--- src/rtl/sdlc_tx_framer.sv ---
// Econet SDLC transmit framer: opening flags, LSB-first data with zero insertion,
// CRC-16/X.25 FCS and closing flags, plus host- or underrun-triggered aborts.
module sdlc_tx_framer #(
  parameter int OPEN_FLAGS  = 1,
  parameter int CLOSE_FLAGS = 1,
  parameter int ABORT_ONES  = 8
) (
  input  logic       netclk,
  input  logic       reset,
  input  logic [7:0] tx_byte,
  input  logic       tx_valid,
  input  logic       tx_last,
  output logic       tx_ready,
  input  logic       tx_abort,
  output logic       txdata,
  output logic       txen,
  output logic       busy,
  output logic       tx_done,
  output logic       underrun
);
  typedef enum logic [2:0] {IDLE, OPEN, DATA, FCS, CLOSE, ABORT} state_t;

  localparam logic [7:0] FLAG       = 8'h7E;
  localparam logic [3:0] OPEN_LAST  = 4'(OPEN_FLAGS - 1);
  localparam logic [3:0] CLOSE_LAST = 4'(CLOSE_FLAGS - 1);
  localparam logic [3:0] ABORT_LAST = 4'(ABORT_ONES - 1);

  // state and counters describe the bit currently on txdata
  state_t      state, state_n;
  logic [3:0]  bit_cnt, bit_n, unit_cnt, unit_n, bit_inc;
  logic [2:0]  ones, ones_n;
  logic [15:0] sr, sr_n, crc, crc_n;
  logic        sh_last, last_n;
  logic [7:0]  hold;
  logic        hold_last, hold_full;
  logic        line_n, en_n, done_n, urun_n, take, cnt_ones, crc_upd;
  logic        accept, avail, abort_go, src_last;
  logic [7:0]  src_byte;

  assign busy     = (state != IDLE);
  assign tx_ready = ~hold_full & ~tx_abort & (state != ABORT);
  assign accept   = tx_valid & tx_ready;
  // a byte arriving on the boundary cycle is forwarded straight to the shifter
  assign avail    = hold_full | accept;
  assign src_byte = hold_full ? hold : tx_byte;
  assign src_last = hold_full ? hold_last : tx_last;
  assign bit_inc  = bit_cnt + 4'd1;
  assign abort_go = tx_abort & (state inside {OPEN, DATA, FCS, CLOSE});

  always_ff @(posedge netclk or negedge reset) begin
    if (!reset) begin
      state     <= IDLE;
      bit_cnt   <= '0;
      unit_cnt  <= '0;
      ones      <= '0;
      sr        <= '0;
      crc       <= 16'hFFFF;
      sh_last   <= 1'b0;
      hold      <= '0;
      hold_last <= 1'b0;
      hold_full <= 1'b0;
      txdata    <= 1'b1;
      txen      <= 1'b0;
      tx_done   <= 1'b0;
      underrun  <= 1'b0;
    end else begin
      state    <= state_n;
      bit_cnt  <= bit_n;
      unit_cnt <= unit_n;
      ones     <= ones_n;
      sr       <= sr_n;
      crc      <= crc_n;
      sh_last  <= last_n;
      txdata   <= line_n;
      txen     <= en_n;
      tx_done  <= done_n;
      underrun <= urun_n;
      if (state_n == ABORT || take) begin
        hold_full <= 1'b0;
      end else if (accept) begin
        hold      <= tx_byte;
        hold_last <= tx_last;
        hold_full <= 1'b1;
      end
    end
  end

  always_comb begin
    state_n  = state;
    bit_n    = bit_cnt;
    unit_n   = unit_cnt;
    ones_n   = ones;
    sr_n     = sr;
    crc_n    = crc;
    last_n   = sh_last;
    line_n   = 1'b1;
    en_n     = 1'b1;
    done_n   = 1'b0;
    urun_n   = 1'b0;
    take     = 1'b0;
    cnt_ones = 1'b0;
    crc_upd  = 1'b0;
    case (state)
      IDLE: begin
        en_n   = 1'b0;
        crc_n  = 16'hFFFF;
        ones_n = '0;
        if (accept) begin
          state_n = OPEN; bit_n = '0; unit_n = '0;
          line_n  = FLAG[0]; en_n = 1'b1;
          sr_n    = {8'h00, tx_byte}; last_n = tx_last; take = 1'b1;
        end
      end
      OPEN: begin
        ones_n = '0;
        if (bit_cnt != 4'd7) begin
          bit_n = bit_inc; line_n = FLAG[bit_inc[2:0]];
        end else if (unit_cnt != OPEN_LAST) begin
          unit_n = unit_cnt + 4'd1; bit_n = '0; line_n = FLAG[0];
        end else begin
          state_n = DATA; bit_n = '0;
          line_n  = sr[0]; sr_n = sr >> 1; cnt_ones = 1'b1; crc_upd = 1'b1;
        end
      end
      DATA: begin
        if (ones == 3'd5) begin
          line_n = 1'b0; ones_n = '0;
        end else if (bit_cnt != 4'd7) begin
          bit_n  = bit_inc;
          line_n = sr[0]; sr_n = sr >> 1; cnt_ones = 1'b1; crc_upd = 1'b1;
        end else if (sh_last) begin
          state_n = FCS; bit_n = '0;
          line_n  = ~crc[0]; sr_n = {1'b0, ~crc[15:1]}; cnt_ones = 1'b1;
        end else if (avail) begin
          bit_n  = '0;
          line_n = src_byte[0]; sr_n = {9'h000, src_byte[7:1]};
          last_n = src_last; take = 1'b1; cnt_ones = 1'b1; crc_upd = 1'b1;
        end else begin
          state_n = ABORT; bit_n = '0; urun_n = 1'b1;
        end
      end
      FCS: begin
        if (ones == 3'd5) begin
          line_n = 1'b0; ones_n = '0;
        end else if (bit_cnt != 4'd15) begin
          bit_n = bit_inc; line_n = sr[0]; sr_n = sr >> 1; cnt_ones = 1'b1;
        end else begin
          state_n = CLOSE; bit_n = '0; unit_n = '0; line_n = FLAG[0]; ones_n = '0;
        end
      end
      CLOSE: begin
        crc_n  = 16'hFFFF;
        ones_n = '0;
        if (bit_cnt != 4'd7) begin
          bit_n = bit_inc; line_n = FLAG[bit_inc[2:0]];
        end else if (unit_cnt != CLOSE_LAST) begin
          unit_n = unit_cnt + 4'd1; bit_n = '0; line_n = FLAG[0];
        end else begin
          done_n = 1'b1;
          if (avail) begin
            state_n = OPEN; bit_n = '0; unit_n = '0; line_n = FLAG[0];
            sr_n = {8'h00, src_byte}; last_n = src_last; take = 1'b1;
          end else begin
            state_n = IDLE; en_n = 1'b0;
          end
        end
      end
      ABORT: begin
        crc_n  = 16'hFFFF;
        ones_n = '0;
        if (bit_cnt != ABORT_LAST) bit_n = bit_inc;
        else begin
          state_n = IDLE; en_n = 1'b0;
        end
      end
      default: state_n = IDLE;
    endcase

    if (cnt_ones) ones_n = line_n ? ones + 3'd1 : 3'd0;
    if (crc_upd)  crc_n  = {1'b0, crc[15:1]} ^ ((crc[0] ^ line_n) ? 16'h8408 : 16'h0000);

    // host abort overrides everything, including a byte offered this cycle
    if (abort_go) begin
      state_n = ABORT; bit_n = '0; line_n = 1'b1; en_n = 1'b1;
      done_n  = 1'b0; urun_n = 1'b0; take = 1'b0;
      crc_n   = 16'hFFFF; ones_n = '0;
    end
  end
endmodule

--- config.mk ---
export PLATFORM = sky130hd
export DESIGN_NAME = sdlc_tx_framer
export DESIGN_NICKNAME = d
export VERILOG_FILES = /design/src/rtl/sdlc_tx_framer.sv
export SDC_FILE = /design/constraint.sdc
export NUM_CORES = 1
export LEC_CHECK = 0
export CORE_AREA = 2 2 99 101
export CTS_CLUSTER_SIZE = 10
export DETAILED_ROUTE_END_ITERATION = 10
export DIE_AREA = 0 0 101 103
export GPL_ROUTABILITY_DRIVEN = 0
export HOLD_SLACK_MARGIN = 0.1
export PLACE_DENSITY = 0.62
export REMOVE_ABC_BUFFERS = 1
export SETUP_SLACK_MARGIN = 0.1
export SLEW_MARGIN = 20
export SYNTH_ARGS = -nofsm -noshare
export SYNTH_HDL_FRONTEND = slang
export SYNTH_SLANG_ARGS = --single-unit
export TNS_END_PERCENT = 20
--- constraint.sdc ---
create_clock -name netclk -period 3 [get_ports netclk]
set_input_delay 0.6 -clock netclk [delete_from_list [all_inputs] [get_ports netclk]]
set_output_delay 0.6 -clock netclk [all_outputs]
set_load 0.01 [all_outputs]
==> impl_results.md, run 1 <==
* Seq. cell area at ~0.0015 sq mm
* PortBufs at 18
* Final period utilization at between 90% and 100%
* RSZ-0062 raised after global routing: false
* Wirelength, routed at about 9 mm
* H-tree depth at 3
* Residual DRC at 0
* Worst slew pin tran at 754.0 ps
* DRT antenna net count at 0
* First-pass GRT wire length at 14.46 mm
* Clock skew at 8.365 ps
* Crit path from: state[2]
* Kind of critical path: flop to primary output
* Clk sinks at 60
* Sequential area share after synthesis at 41.37%
* Met1 Resource Use GR at 24.94%
* Yosys cell types at 70
* M2 GR Usage at 27.23%
* Post-route setup TNS at 0 ps
* Final Power at 0.003736 W
* Crit path to: busy
* Global route total overflow at 0
* Worst Reg2Reg Path Length in Cells at 8
* Clk slew on worst S/H paths at around 80 ps
* VDD IR-drop max at 0.2953 mV
* HPWL after DPL at approximately 6.1 mm
* Num CTS Buffers at 9
* Worst setup SP type: flop
* Flop2flop setup slack at 280 ps
* Fill cells at slightly above 900
* Required time worst endpoint at roughly 2400 ps
* Synth Warn # at 0
* Site Rows at 36
* Fin. Hold Viols at 0
* Critical path arrival at about 2300 ps
* Syn Area/Cell at 10.14 sq um
* Share of cells above drive strength 1 at about a fifth
* Final worst-path setup slack at ~140 ps
* Post-Syn Instances at between 300 and 400
* Post-synthesis compound-gate area fraction at 21.99%
* Max cap viols at 0
* CP endpoint kind: primary output
* Tmin final at about 2900 ps
* Synth top area share at 29.23%
* Area of the multi-input gates at approximately 0.0020 sq mm
* Clock latency on the worst-skew pair at 360 ps
* Top FF cell, synth: dfrtp_1
* Dpl ws at 171.7 ps
* Number of diodes at 0
* Maximum clock insertion buffer count at 2
* Die Area at 0.01040 sq mm
* Seq cells post-synth at 60
* Core ar. at 0.009459 sq mm
* Simple-Gate Fraction of Synth Area at 16.49%
* Number of synthesized flops with an enable pin at 0
* GR peak layer: met2
* Static leakage at 1.748 nW
* Area delta synth->final at 15.40%
* Final net count at 408
* Die Y at 103 um
* # setup viols final at 0
* Vias in the first global route at ~2.8k
* Reg2reg start: unit_cnt[0]
* Cell area after synthesis at approximately 0.0037 sq mm
* WL per Instance at 17.38 um
* GRT Total Usage at 17.72%
* Mux contribution to synthesized area at 12.92%
* Async set-reset flop share out of synthesis at 100.0%
* Die outline width at 101 um
* Cell taking the most area after synthesis: dfrtp_1
* Worst reg2reg path endpoint: sr[9]
* Initial Util at 38.92%
* Adder-Cell Fraction of Synth Area at 1.700%
* Clock root buffer: clkbuf_8
* Fin. max-slew vios at 0
* Largest family of logic cells by synthesized area: compound AO/OA/AOI/OAI gates
* Crit-path max FO at 17
* Antenna violations before repair at 0
* Post-CTS setup buffers at 0
* Max-slew headroom at between 40% and 50%
* Met3 Use GR at 2.644%
* Vias at approximately 2.9k
* Routed vias/inst at 5.774
* Pin count of the biggest net entering global routing at 61
* XOR/XNOR Fraction of Synth Area at under 10%
* Maximum clock rate at 349.9 MHz
* Top post-synthesis cells by area: dfrtp_1 (29%), dfstp_2 (12%), mux2i_1 (4.4%)
* CTS tree: done
* Number of DRC markers in iteration 0 at 159
* Worst min path class: input pin to async pin
* P per Cell Area at 879.4 mW/mm^2
* Post-CTS sizing at 0
* Status: finished, final reports clean
* I/O pins at 19
* Worst hold margin at 377.0 ps
* Post-CTS Hold Fix Bufs at 0
* Pre-Repair DR Iteration Count at 5
## final cells by class
class	instances	area share (%)
Multi-Input combinational cell	275	47.69
Sequential cell	60	35.85
Timing Repair Buffer	39	8.130
Tap cell	114	3.358
Clock buffer	10	3.004
Clock inverter	6	1.532
Inverter	5	0.4418
## cells by family (layout without fill, tap and decap cells)
family,count (synthesis),in the layout
XOR/XNOR,5,5
flip-flops,60,60
multiplexers,41,41
adder cells (fa/ha/maj),5,5
AO/OA/AOI/OAI,112,112
AND/OR/NAND/NOR,112,112
buffers and inverters,28,60
## flip-flops by register name, indices dropped and copies added, names as in the netlist
name and flops:
txdata 1, hold 8, sr 15, hold_full 1, crc 16, sh_last 1, state 3, hold_last 1
ones 3, underrun 1, tx_done 1, bit_cnt 4, txen 1, unit_cnt 4
## cells in the final DEF, fill, tap and decap left out, types with 2 or more instances in the layout
cell,synthesis,routed
o211ai_1,3,3
or3b_1,2,2
o22a_1,18,18
a211oi_1,4,4
nand2b_1,10,10
dfstp_2,17,17
nor4b_1,2,2
o21ai_0,22,22
a21o_1,4,4
nand3_1,7,7
xnor3_1,2,2
mux2i_1,16,16
xnor2_1,2,2
or3_1,4,4
ha_1,5,5
nor3b_1,4,4
o32ai_1,2,2
nand2_1,26,26
mux2_4,9,9
buf_4,0,20
dfrtp_1,43,43
a221oi_1,7,7
clkinv_2,0,2
nor4_1,2,2
o21a_1,3,3
clkbuf_8,0,9
nor2_1,36,36
a211o_1,2,2
mux2_2,5,5
clkinv_4,0,2
nand3b_1,2,2
o22ai_1,2,2
mux2_1,11,11
o21bai_1,2,2
clkdlybuf4s50_1,0,17
a21oi_1,24,24
inv_1,5,5
and3_1,3,3
## per-stage QoR
| stage | area, sq um | util (%) | std cells |
|---|---|---|---|
| CTS | 4248 | 44.91 | 509 |
| global route | 4248 | 44.91 | 509 |
| detailed placement | 4055 | 42.87 | 493 |
| floorplan | 3567 | - | 340 |
| finish | 4248 | 44.91 | 509 |
| global placement | 4055 | 42.87 | 493 |
## cells in the mapped netlist (all sizes together) (8+ instances only)
master,n
dfrtp,43
nor2,37
nand2,27
a21oi,25
mux2,25
o21ai,23
o22a,19
dfstp,17
clkbuf,16
mux2i,16
nand2b,10
a221oi,8
## per-layer routing
metal / share of wire [%] / routed length (um) / vias to the layer above
li1: - / - / 1406
met1: 48 / 4220 / 1450
met2: 46 / 4042 / 72
met3: 4.5 / 397 / 11
met4: 2.1 / 188 / 0
met5: 0 / 0 / -
## worst min-delay path by stage
stage | from | end | slack [ps]
6_report | reset | hold[7] | 380
5_1_grt | reset | hold[4] | 480
4_1_cts | reset | hold[7] | 430
3_5_place_dp | sr[10] | sr[10] | 480
3_3_place_gp | sr[11] | sr[11] | 470
2_1_floorplan | reset | bit_cnt[0] | 300
## worst max-delay path, cell delays in order, from the launching register on
cell,delay (ps)
dfrtp_1,580
buf_4,300
or3_1,490
clkdlybuf4s50_1,520
## report_power, final
| group | switching [W] | internal, W | leakage [nW] |
|---|---|---|---|
| Clock | 0.000350 | 0.000383 | 0.0962 |
| Sequential | 0.000226 | 0.00100 | 0.721 |
| Combinational | 0.000945 | 0.000827 | 0.931 |
| Total | 0.00152 | 0.00221 | 1.75 |
(Power assumes the default switching activity.)
==> run 2, diff against run 1 <==
--- a/config.mk
+++ b/config.mk
@@ -5,6 +5,7 @@
 export SDC_FILE = /design/constraint.sdc
 export NUM_CORES = 1
 export LEC_CHECK = 0
+export ABC_CLOCK_PERIOD_IN_PS = 3000
 export CORE_AREA = 2 2 99 101
 export CTS_CLUSTER_SIZE = 10
 export DETAILED_ROUTE_END_ITERATION = 10
==> results of run 2 <==
No change in the layout: final DEF, timing and power equal those of run 1.
==> run 3, diff against run 2 <==
--- a/config.mk
+++ b/config.mk
@@ -12,7 +12,7 @@
 export DIE_AREA = 0 0 101 103
 export GPL_ROUTABILITY_DRIVEN = 0
 export HOLD_SLACK_MARGIN = 0.1
-export PLACE_DENSITY = 0.62
+export PLACE_DENSITY = 0.67
 export REMOVE_ABC_BUFFERS = 1
 export SETUP_SLACK_MARGIN = 0.1
 export SLEW_MARGIN = 20
==> run 3 against run 2 <==
Flip-flop and latch count stayed put. Clock power is 4.0% lower. Combinational power is 5% lower. Die area stayed put. Power is 2.3% lower. First-iteration DRC count is 21% lower. Register-to-register slack hardly changed. Worst hold slack worse by 110 ps. Count of clock-buffer cells in the layout is 1 higher. Via count is 0.92% lower. Critical path type unchanged. Critical endpoint unchanged. Highest routed layer unchanged.
==> impl_results.md, run 3 (synthesis gave the netlist of run 1 again) <==
* Die Area at 0.01040 sq mm (unchanged)
* Final core occ at 44.64% (-0.26 points)
* GRT Total Usage at 17.47% (-0.25 points)
* Fin. Hold Viols at 0 (unchanged)
* Max cap viols at 0 (unchanged)
* Placed Area at 0.004038 sq mm (-0.43%)
* Clk slew on worst S/H paths at 80 ps (about the same)
* Kind of critical path: flop to primary output
* VDD IR-drop max at 0.3340 mV (+13%)
* P per Cell Area at 864.3 mW/mm^2 (-1.7%)
* Number of DRC markers in iteration 0 at 125 (-21%)
* Required time worst endpoint at 2400 ps (about the same)
* Critical path arrival at 2200 ps (-60 ps)
* CP delay by family, top: buffers and inverters
* DRT antenna net count at 0 (unchanged)
* Clock skew at 17.25 ps (+8.881 ps)
* Tmin final at 2797 ps (-61.04 ps)
* RSZ-0062 raised after global routing: false
* # setup viols final at 0 (unchanged)
* Post-CTS setup buffers at 0 (unchanged)
* Post-CTS sizing at 0 (unchanged)
* Fin. max-slew vios at 0 (unchanged)
* Largest Register: crc
* Worst min path class: input pin to async pin
* Status: finished, final reports clean
* Worst path slowest cell: dfrtp_1
* Buf+Inv Stages, Crit Path at 2 (unchanged)
* Pre-Repair DR Iteration Count at 4 (-1)
* Core ar. at 0.009459 sq mm (unchanged)
* Share of cells above drive strength 1 at 19.69% (-1.1 points)
* CP endpoint kind: primary output
* Num CTS Buffers at 9 (unchanged)
* Residual DRC at 0 (unchanged)
* First-pass GRT wire length at 14.16 mm (-2.1%)
* Vias in the first global route at 2912 (+3.3%)
* CTS tree: done
* Routed vias/inst at 5.766 (-0.13%)
* HPWL after DPL at 5.986 mm (-1.2%)
* Wirelength, routed at 8.544 mm (-3.4%)
* Worst setup SP type: flop
* Final Power at 0.003650 W (-2.3%)
* Clk sinks at 60 (unchanged)
* Crit-path max FO at 18 (+1)
* Max-slew headroom at 48.36% (-0.85 points)
* Worst slew pin tran at 774.6 ps (+20.66 ps)
* Worst-path cell chain: buf_4, or3_1, clkdlybuf4s50_1
* Static leakage at 1.735 nW (-0.74%)
* Maximum clock insertion buffer count at 2 (unchanged)
* Clock latency on the worst-skew pair at 360 ps (about the same)
* Vias at 2912 (-0.92%)
* Final net count at 404 (-0.98%)
* Global route total overflow at 0 (unchanged)
* Max reg flops at 16 (unchanged)
* Commonest non-fill, non-tap cell in the layout: dfrtp_1
* H-tree depth at 3 (unchanged)
* Clock root buffer: clkbuf_8
* Maximum clock rate at 357.5 MHz (+2.2%)
* Post-CTS Hold Fix Bufs at 0 (unchanged)
* Top flop regs: crc: 16 flops, sr: 15 flops, hold: 8 flops
* Pin count of the biggest net entering global routing at 34 (-44%)
* Post-route setup TNS at 0 ps (unchanged)
* I/O pins at 19 (unchanged)
* Most frequent cells in the layout: dfrtp_1 (43), nor2_1 (36), nand2_1 (26)
* Site Rows at 36 (unchanged)
* Die Y at 103 um (unchanged)
* Antenna violations before repair at 0 (unchanged)
* Area delta synth->final at 14.72%
* WL per Instance at 16.92 um (-2.7%)
* Max incr delay on CP at 600 ps (+20 ps)
* Die outline width at 101 um (unchanged)
* Post-Layout Inst Area at 0.004223 sq mm (-0.59%)
* PortBufs at 18 (unchanged)
* Initial Util at 38.92% (unchanged)
* Final period utilization at 93.23% (-2.0 points)
* Number of diodes at 0 (unchanged)
## run 3: changes by cell type in the layout (fill, tap and decap cells not counted)
cell / delta
buf_4: -5
buf_12: +1
clkinv_2: +1
clkinv_4: -1
clkbuf_1: +1
clkinvlp_4: -1
## run 3: cell type report
type / instances / area [sq um]
Fill cell: 874 / 5236
Multi-Input combinational cell: 275 / 2026
Sequential cell: 60 / 1523
Timing Repair Buffer: 35 / 327.8
Tap cell: 114 / 142.6
Clock buffer: 11 / 131.4
Clock inverter: 5 / 53.80
Inverter: 5 / 18.77
## run 3: layer usage
layer  GRT usage [%]  part of all wire (%)
met1           22.19                    46
met2           28.21                    48
met3           3.864                   4.3
met4           8.732                   1.8
met5               0                     0
## run 3: stage by stage
stage	instances	hold WS, ps	setup slack (ps)
after CTS	505	294.3	203.0
after global routing	505	320.3	114.1
after detailed placement	489	474.6	159.1
final	505	268.2	203.1
after global placement	489	467.0	198.3
after floorplan	340	304.4	439.5
## run 3: worst paths after layout
kind | start | to | slack, ps | cells past startpoint
setup reg to reg | unit_cnt[0] | sr[8] | 270 | 8
min in group netclk | sr[11] | sr[11] | 490 | 1
hold reg to reg | sr[11] | sr[11] | 490 | 1
max in group asynchronous | reset | crc[10] | 2040 | 2
setup / recovery | state[1] | busy | 200 | 3
hold / removal | reset | hold[6] | 270 | 1
## run 3: report_power, final
group	internal (W)	leakage, nW	switching (W)
logic	0.000805	0.917	0.000886
registers	0.00100	0.721	0.000251
clock network	0.000381	0.0971	0.000324
total	0.00219	1.74	0.00146
